## src/rtl/mips_pkg.sv

```systemverilog
// ---------------------------------------------------------------------------
// mips_pkg
// Shared types and constants for the fetch/decode path.
//   ADDR_WIDTH     : default address width in bits
//   JR_STACK_DEPTH : default number of return-address stack entries
//   RESET_PC       : value address registers take on reset
//   addr_t         : default-width address type
// ---------------------------------------------------------------------------
package mips_pkg;

  localparam int ADDR_WIDTH     = 32;
  localparam int JR_STACK_DEPTH = 8;

  typedef logic [ADDR_WIDTH-1:0] addr_t;

  localparam addr_t RESET_PC = '0;

endpackage

```

## src/rtl/jr_stack_mem.sv

```systemverilog
// ---------------------------------------------------------------------------
// jr_stack_mem
// DEPTH x AW register array backing the return-address stack.
// Contents are not reset; the owner tracks which entries are meaningful.
// Ports:
//   clk   : write clock (rising edge)
//   we    : write enable
//   waddr : write index
//   wdata : write data
//   raddr : combinational read index
//   rdata : combinational read data at raddr
// ---------------------------------------------------------------------------
module jr_stack_mem #(
  parameter int DEPTH = 8,
  parameter int AW    = 32,
  parameter int PW    = (DEPTH > 1) ? $clog2(DEPTH) : 1
) (
  input  logic          clk,
  input  logic          we,
  input  logic [PW-1:0] waddr,
  input  logic [AW-1:0] wdata,
  input  logic [PW-1:0] raddr,
  output logic [AW-1:0] rdata
);

  logic [AW-1:0] entries [DEPTH];

  always_ff @(posedge clk) begin
    if (we) begin
      entries[waddr] <= wdata;
    end
  end

  assign rdata = entries[raddr];

endmodule

```

## src/rtl/jr_target_stack.sv

```systemverilog
// ---------------------------------------------------------------------------
// jr_target_stack
// Return-address stack that predicts jump-register targets and checks the
// prediction against the resolved rs value, raising a registered one-cycle
// mispredict/redirect toward the PC-select logic.
//
// Optional feature: define JR_STACK_STATS_EN to add saturating hit_count and
// miss_count outputs (32 bits each).
//
// Ports:
//   clk           : system clock, all state on rising edge
//   reset         : synchronous, active-high reset
//   push_en       : JAL decoded this cycle
//   push_addr     : return address to push
//   pop_en        : JR decoded this cycle
//   actual_target : resolved rs value, valid with pop_en
//   flush         : suppresses the mispredict registered this cycle
//   pred_target   : combinational top of stack, 0 when empty
//   pred_valid    : combinational, stack non-empty
//   mispredict    : registered one-cycle miss pulse
//   redirect_pc   : registered correct target accompanying mispredict
//   hit_count     : (JR_STACK_STATS_EN) pops that matched
//   miss_count    : (JR_STACK_STATS_EN) pops that missed
// ---------------------------------------------------------------------------
module jr_target_stack
  import mips_pkg::*;
#(
  parameter int DEPTH = JR_STACK_DEPTH,
  parameter int AW    = ADDR_WIDTH
) (
  input  logic          clk,
  input  logic          reset,
  input  logic          push_en,
  input  logic [AW-1:0] push_addr,
  input  logic          pop_en,
  input  logic [AW-1:0] actual_target,
  input  logic          flush,
  output logic [AW-1:0] pred_target,
  output logic          pred_valid,
  output logic          mispredict,
  output logic [AW-1:0] redirect_pc
`ifdef JR_STACK_STATS_EN
  ,
  output logic [31:0]   hit_count,
  output logic [31:0]   miss_count
`endif
);

  localparam int PW = (DEPTH > 1) ? $clog2(DEPTH) : 1;
  localparam int CW = $clog2(DEPTH + 1);

  logic [PW-1:0] tos, tos_next;
  logic [CW-1:0] count, count_next;
  logic          we;
  logic [PW-1:0] waddr;
  logic [AW-1:0] top_entry;
  logic          empty;
  logic          full;
  logic          miss;

  jr_stack_mem #(
    .DEPTH (DEPTH),
    .AW    (AW),
    .PW    (PW)
  ) u_mem (
    .clk   (clk),
    .we    (we),
    .waddr (waddr),
    .wdata (push_addr),
    .raddr (tos),
    .rdata (top_entry)
  );

  // A pop is always judged against the current top before any push in the
  // same cycle lands. A push+pop on a non-empty stack replaces the top in
  // place; on an empty stack it degenerates to a plain push. Pointer wrap
  // is free because DEPTH is a power of two.
  always_comb begin
    empty       = (count == '0);
    full        = (count == CW'(DEPTH));
    pred_valid  = !empty;
    pred_target = empty ? '0 : top_entry;
    miss        = pop_en && (empty || (top_entry != actual_target));

    tos_next    = tos;
    count_next  = count;
    we          = 1'b0;
    waddr       = tos + PW'(1);

    if (push_en && pop_en && !empty) begin
      we    = 1'b1;
      waddr = tos;
    end else if (push_en) begin
      we       = 1'b1;
      tos_next = tos + PW'(1);
      if (!full) begin
        count_next = count + CW'(1);
      end
    end else if (pop_en && !empty) begin
      tos_next   = tos - PW'(1);
      count_next = count - CW'(1);
    end
  end

  always_ff @(posedge clk) begin
    if (reset) begin
      tos         <= '0;
      count       <= '0;
      mispredict  <= 1'b0;
      redirect_pc <= AW'(RESET_PC);
    end else begin
      tos        <= tos_next;
      count      <= count_next;
      mispredict <= miss && !flush;
      if (pop_en) begin
        redirect_pc <= actual_target;
      end
    end
  end

`ifdef JR_STACK_STATS_EN
  // Flushed pops are not counted as either outcome.
  always_ff @(posedge clk) begin
    if (reset) begin
      hit_count  <= '0;
      miss_count <= '0;
    end else if (pop_en && !flush) begin
      if (miss) begin
        if (miss_count != '1) miss_count <= miss_count + 32'd1;
      end else begin
        if (hit_count != '1) hit_count <= hit_count + 32'd1;
      end
    end
  end
`endif

endmodule

```

## config.mk

```make
export PLATFORM = sky130hd
export DESIGN_NAME = jr_target_stack
export DESIGN_NICKNAME = d
export VERILOG_FILES = /design/src/rtl/mips_pkg.sv /design/src/rtl/jr_stack_mem.sv /design/src/rtl/jr_target_stack.sv
export SDC_FILE = /design/constraint.sdc
export NUM_CORES = 1
export LEC_CHECK = 0
export ABC_CLOCK_PERIOD_IN_PS = 6900
export BUFFER_PORTS_ARGS = -buffer_cell sky130_fd_sc_hd__buf_2
export CORE_AREA = 3 3 179 181
export CTS_CLUSTER_SIZE = 30
export DETAILED_ROUTE_END_ITERATION = 10
export DIE_AREA = 0 0 182 184
export SLEW_MARGIN = 0
export SYNTH_ARGS = -nofsm -noshare
export SYNTH_HDL_FRONTEND = slang
export SYNTH_SLANG_ARGS = --single-unit
```

## constraint.sdc

```tcl
create_clock -name clk -period 6.9 [get_ports clk]
set_clock_uncertainty 0.05 [all_clocks]
set_input_delay 1.725 -clock clk [delete_from_list [all_inputs] [get_ports clk]]
set_output_delay 1.725 -clock clk [all_outputs]
set_load 0.1 [all_outputs]
```

==> report_table.html <==
<table>
<tr><th>Metric</th><th>Value</th></tr>
<tr><th colspan="2">Clock tree</th></tr>
<tr><td># hold bufs at CTS</td><td>0</td></tr>
<tr><td>Number of buffers created by CTS</td><td>31</td></tr>
<tr><td>CTS root buffer</td><td>sky130_fd_sc_hd__clkbuf_16</td></tr>
<tr><td>Max H-tree Level</td><td>1</td></tr>
<tr><td>CTS Sinks</td><td>299</td></tr>
<tr><td># resized after CTS</td><td>0</td></tr>
<tr><td>Insertion delay to the later sink of the worst-skew pair</td><td>550 ps</td></tr>
<tr><td>CTS max path bufs</td><td>3</td></tr>
<tr><td>Post-CTS setup buffers</td><td>0</td></tr>
<tr><td>Clk slew on worst S/H paths</td><td>60 ps</td></tr>
<tr><td>Clock tree from TritonCTS</td><td>done</td></tr>
<tr><th colspan="2">Setup path</th></tr>
<tr><td>Reg-to-reg startpoint</td><td>count[0]</td></tr>
<tr><td>R2R Path End</td><td>u_mem.entries[5][19]</td></tr>
<tr><td>Worst Path Arrival</td><td>3280 ps</td></tr>
<tr><td>Cell count of the worst reg-to-reg path</td><td>7</td></tr>
<tr><td>Worst path buffer plus inverter count</td><td>2</td></tr>
<tr><td>Slowest cell delay on critical path</td><td>980 ps</td></tr>
<tr><td>Endpoint kind of the worst setup timing path</td><td>output port</td></tr>
<tr><td>Depth of the critical timing path with buffers and inverters included</td><td>6</td></tr>
<tr><td>Slack of the worst reg-to-reg path</td><td>2910 ps</td></tr>
<tr><td>Slowest stage cell, crit path</td><td>sky130_fd_sc_hd__dfxtp_4</td></tr>
<tr><td>Critical path startpoint category</td><td>flip-flop</td></tr>
<tr><td>Worst path required time</td><td>5120 ps</td></tr>
<tr><td>Largest fanout on the critical path</td><td>47</td></tr>
<tr><td>Setup Crit Path Kind</td><td>flip-flop to output port</td></tr>
<tr><td>Cell class contributing the biggest share of worst-path delay</td><td>flip-flops</td></tr>
<tr><td>Crit path cell chain</td><td>buf_4, mux2i_1, a22oi_1, o21ai_0, nor2_1, buf_2</td></tr>
<tr><th colspan="2">Routing</th></tr>
<tr><td>DRT iter0 DRCs</td><td>454</td></tr>
<tr><td>Via count</td><td>6493</td></tr>
<tr><td>Vias per Instance</td><td>5.165</td></tr>
<tr><td>Drc violations</td><td>0</td></tr>
<tr><td>Met1 layer wirelength in the final routing</td><td>11.77 mm</td></tr>
<tr><td>Max Used Layer</td><td>met5</td></tr>
<tr><td>Wire length per cell</td><td>21.82 µm</td></tr>
<tr><td>Detailed-router iteration count before antenna repair</td><td>5</td></tr>
<tr><td>Number of routed nets with antenna violations</td><td>0</td></tr>
<tr><td>Routed wire length</td><td>27.43 mm</td></tr>
<tr><td>Met2 WL</td><td>13.16 mm</td></tr>
<tr><td>Metal3 WL</td><td>2.056 mm</td></tr>
<tr><th colspan="2">Cells and area</th></tr>
<tr><td>Share of post-route cells with drive strength above 1</td><td>28.02%</td></tr>
<tr><td>Syn-to-layout area delta</td><td>18.27%</td></tr>
<tr><td>Area taken by multi-input logic gates</td><td>3204 µm²</td></tr>
<tr><td>Number of nets in the final layout</td><td>909</td></tr>
<tr><td>Fillers</td><td>2631</td></tr>
<tr><td>Final Instance Count excl. Fillers</td><td>1257</td></tr>
<tr><td>Seq. cell area</td><td>8553 µm²</td></tr>
<tr><td>Final core occ</td><td>46.03%</td></tr>
<tr><th colspan="2">Yosys</th></tr>
<tr><td>Post-synth cell types</td><td>38</td></tr>
<tr><td>Synthesis warning total</td><td>0</td></tr>
<tr><td>Mean area per synthesized cell</td><td>17.28 µm²</td></tr>
<tr><td>Net count after synthesis</td><td>763</td></tr>
<tr><td>Synthesized netlist cell count</td><td>689</td></tr>
<tr><td>Sequential cell area fraction in the yosys report</td><td>71.80%</td></tr>
<tr><td>Synth Flop Type</td><td>sky130_fd_sc_hd__edfxtp_1</td></tr>
<tr><td>Share of synthesized flip-flops with an asynchronous set or reset</td><td>0%</td></tr>
<tr><td>Post-synth EDFFs</td><td>256</td></tr>
<tr><td>Post-Synthesis Cell Area</td><td>11910 µm²</td></tr>
<tr><td>Count of state elements after synthesis</td><td>299</td></tr>
<tr><th colspan="2">Worst hold path</th></tr>
<tr><td>Worst hold path startpoint</td><td>redirect_pc[6]</td></tr>
<tr><td>Path class of the lowest-slack min-delay path</td><td>flip-flop to flip-flop</td></tr>
<tr><td>Worst min-delay path endpoint</td><td>redirect_pc[6]</td></tr>
<tr><td>Number of instances on the worst hold path</td><td>2</td></tr>
<tr><th colspan="2">GRT</th></tr>
<tr><td>Global routing usage summed across all routing layers</td><td>16.15%</td></tr>
<tr><td>Number of global-route vias before repair</td><td>6690</td></tr>
<tr><td>Wire length of the first global-routing pass</td><td>41.18 mm</td></tr>
<tr><td>Global route total overflow</td><td>0</td></tr>
<tr><td>Maximum number of pins on one net before global-route repair</td><td>48</td></tr>
<tr><td>Antenna violations before repair</td><td>5</td></tr>
<tr><th colspan="2">Die</th></tr>
<tr><td>Num ports</td><td>135</td></tr>
<tr><td>Placeable core area</td><td>30590 µm²</td></tr>
<tr><td>Initial core utilization</td><td>38.92%</td></tr>
<tr><td>Row Count</td><td>64</td></tr>
<tr><td>Chip Width</td><td>182 µm</td></tr>
<tr><td>Height of the die</td><td>184 µm</td></tr>
<tr><td>Area of the die</td><td>33490 µm²</td></tr>
<tr><th colspan="2">Timing</th></tr>
<tr><td>Unrepaired setup endpoints after global routing</td><td>no</td></tr>
<tr><td>Final cycle utilization of the critical path</td><td>73.26%</td></tr>
<tr><td>Number of max-slew violations in the final report</td><td>0</td></tr>
<tr><td>Final hold viol count</td><td>0</td></tr>
<tr><td>Time the worst path needs with I/O delays and setup</td><td>5055 ps</td></tr>
<tr><td>Top achievable clock speed</td><td>197.8 MHz</td></tr>
<tr><td>Setup violation total in the final timing report</td><td>0</td></tr>
<tr><td>Actual slew at the worst max-slew pin</td><td>1261 ps</td></tr>
<tr><td>Summed negative setup slack over all endpoints</td><td>0 ps</td></tr>
<tr><td>Worst Hold Slack</td><td>436.6 ps</td></tr>
<tr><td>Remaining max-slew budget at the tightest pin</td><td>15.62%</td></tr>
<tr><th colspan="2">Status</th></tr>
<tr><td>Run status</td><td>finished clean</td></tr>
<tr><th colspan="2">Placed design</th></tr>
<tr><td>Number of buffers added on ports</td><td>134</td></tr>
<tr><td>Detailed placer's ending HPWL</td><td>17.44 mm</td></tr>
<tr><td>RD Place Congestion</td><td>0.7672</td></tr>
<tr><td>Placed instance count</td><td>1198</td></tr>
<tr><th colspan="2">Run</th></tr>
<tr><td>Max Cap Viol</td><td>0</td></tr>
</table>
[cell type report]
cell class | count | area share [%]
Tap cell | 396 | 3.519
Clock buffer | 40 | 6.034
Sequential cell | 299 | 60.75
Inverter | 6 | 0.1600
Multi-Input combinational cell | 351 | 22.76
Antenna cell | 1 | 0.01777
Clock inverter | 18 | 1.360
Timing Repair Buffer | 146 | 5.403
[sequential cells by signal (all words and copies together) (netlist names), named ones only]
register	flops
u_mem.entries	256
redirect_pc	32
count	4
tos	3
mispredict	1
[metrics by stage]
stage | area [µm²] | worst slack [ps]
floorplan | 11910 | 2327
global placement | 13040 | 1944
detailed placement | 13040 | 1813
CTS | 14080 | 1746
global route | 14080 | 1586
finish | 14080 | 1845
[per-layer routing]
metal / GRT usage [%] / up-vias
met5: 0 / -
met1: 22.54 / 3255
met2: 26.69 / 215
met3: 3.502 / 42
li1: - / 2973
met4: 2.742 / 8
[kinds of logic (layout without fill, tap and decap cells)]
| kind of cell | after synthesis | after routing | share of synthesized area [%] |
|---|---|---|---|
| flip-flops | 299 | 299 | 71.80 |
| XOR/XNOR | 39 | 39 | 2.869 |
| AND/OR/NAND/NOR | 117 | 117 | 4.288 |
| adder cells (fa/ha/maj) | 5 | 5 | 0.5886 |
| other | 0 | 1 | 0 |
| buffers and inverters | 39 | 210 | 1.787 |
| multiplexers | 129 | 129 | 15.54 |
| AO/OA/AOI/OAI | 61 | 61 | 3.121 |
[Yosys cell counts (2+ instances only)]
master | number | area (µm²)
sky130_fd_sc_hd__o21ai_0 | 21 | 105.1
sky130_fd_sc_hd__nor2_1 | 84 | 315.3
sky130_fd_sc_hd__xnor2_1 | 6 | 52.55
sky130_fd_sc_hd__nand4_1 | 7 | 43.79
sky130_fd_sc_hd__mux2i_2 | 2 | 27.53
sky130_fd_sc_hd__nor3_1 | 6 | 30.03
sky130_fd_sc_hd__o21ai_1 | 9 | 45.04
sky130_fd_sc_hd__buf_6 | 5 | 56.30
sky130_fd_sc_hd__clkbuf_1 | 14 | 52.55
sky130_fd_sc_hd__buf_2 | 11 | 55.05
sky130_fd_sc_hd__mux2i_1 | 85 | 850.8
sky130_fd_sc_hd__nand3_1 | 4 | 20.02
sky130_fd_sc_hd__inv_1 | 6 | 22.52
sky130_fd_sc_hd__or3_1 | 2 | 12.51
sky130_fd_sc_hd__a22oi_1 | 23 | 172.7
sky130_fd_sc_hd__a21oi_1 | 4 | 20.02
sky130_fd_sc_hd__a31oi_1 | 2 | 12.51
sky130_fd_sc_hd__edfxtp_1 | 256 | 7687
sky130_fd_sc_hd__mux4_2 | 34 | 765.7
sky130_fd_sc_hd__xor2_1 | 33 | 289.0
sky130_fd_sc_hd__nor4_1 | 2 | 12.51
sky130_fd_sc_hd__nand2_1 | 6 | 22.52
sky130_fd_sc_hd__dfxtp_1 | 43 | 860.8
sky130_fd_sc_hd__ha_1 | 4 | 50.05
sky130_fd_sc_hd__mux4_1 | 7 | 183.9
[worst register-to-register path, delay by kind of cell (launching register included)]
family / cells / cell delay (ps)
buf+inv: 2 / 560
flops: 1 / 400
xor+xnor: 1 / 320
simple gates: 3 / 2160
compound gates: 1 / 220
[how the worst max path moves through the flow]
stage | from | end | slack (ps)
global placement | pop_en | u_mem.entries[5][9] | 1940
detailed placement | pop_en | u_mem.entries[5][9] | 1810
global route | flip-flop | pred_target[0] | 1590
floorplan | pop_en | u_mem.entries[4][0] | 2330
CTS | flip-flop | pred_target[0] | 1750
finish | flip-flop | pred_target[0] | 1840
[placed cells by master (no fill, tap or decap), drive strengths merged, types with 5 or more instances in the layout]
| master | count |
|---|---|
| edfxtp | 256 |
| buf | 146 |
| mux2i | 88 |
| nor2 | 84 |
| dfxtp | 43 |
| mux4 | 41 |
| clkbuf | 40 |
| xor2 | 33 |
| o21ai | 30 |
| a22oi | 23 |
| clkinv | 12 |
| nand4 | 7 |
| inv | 7 |
| nand2 | 6 |
| xnor2 | 6 |
| nor3 | 6 |
| a21oi | 5 |
Power is not shown: default switching activity piles up to over one toggle a cycle in this logic, so the estimate is an artifact.
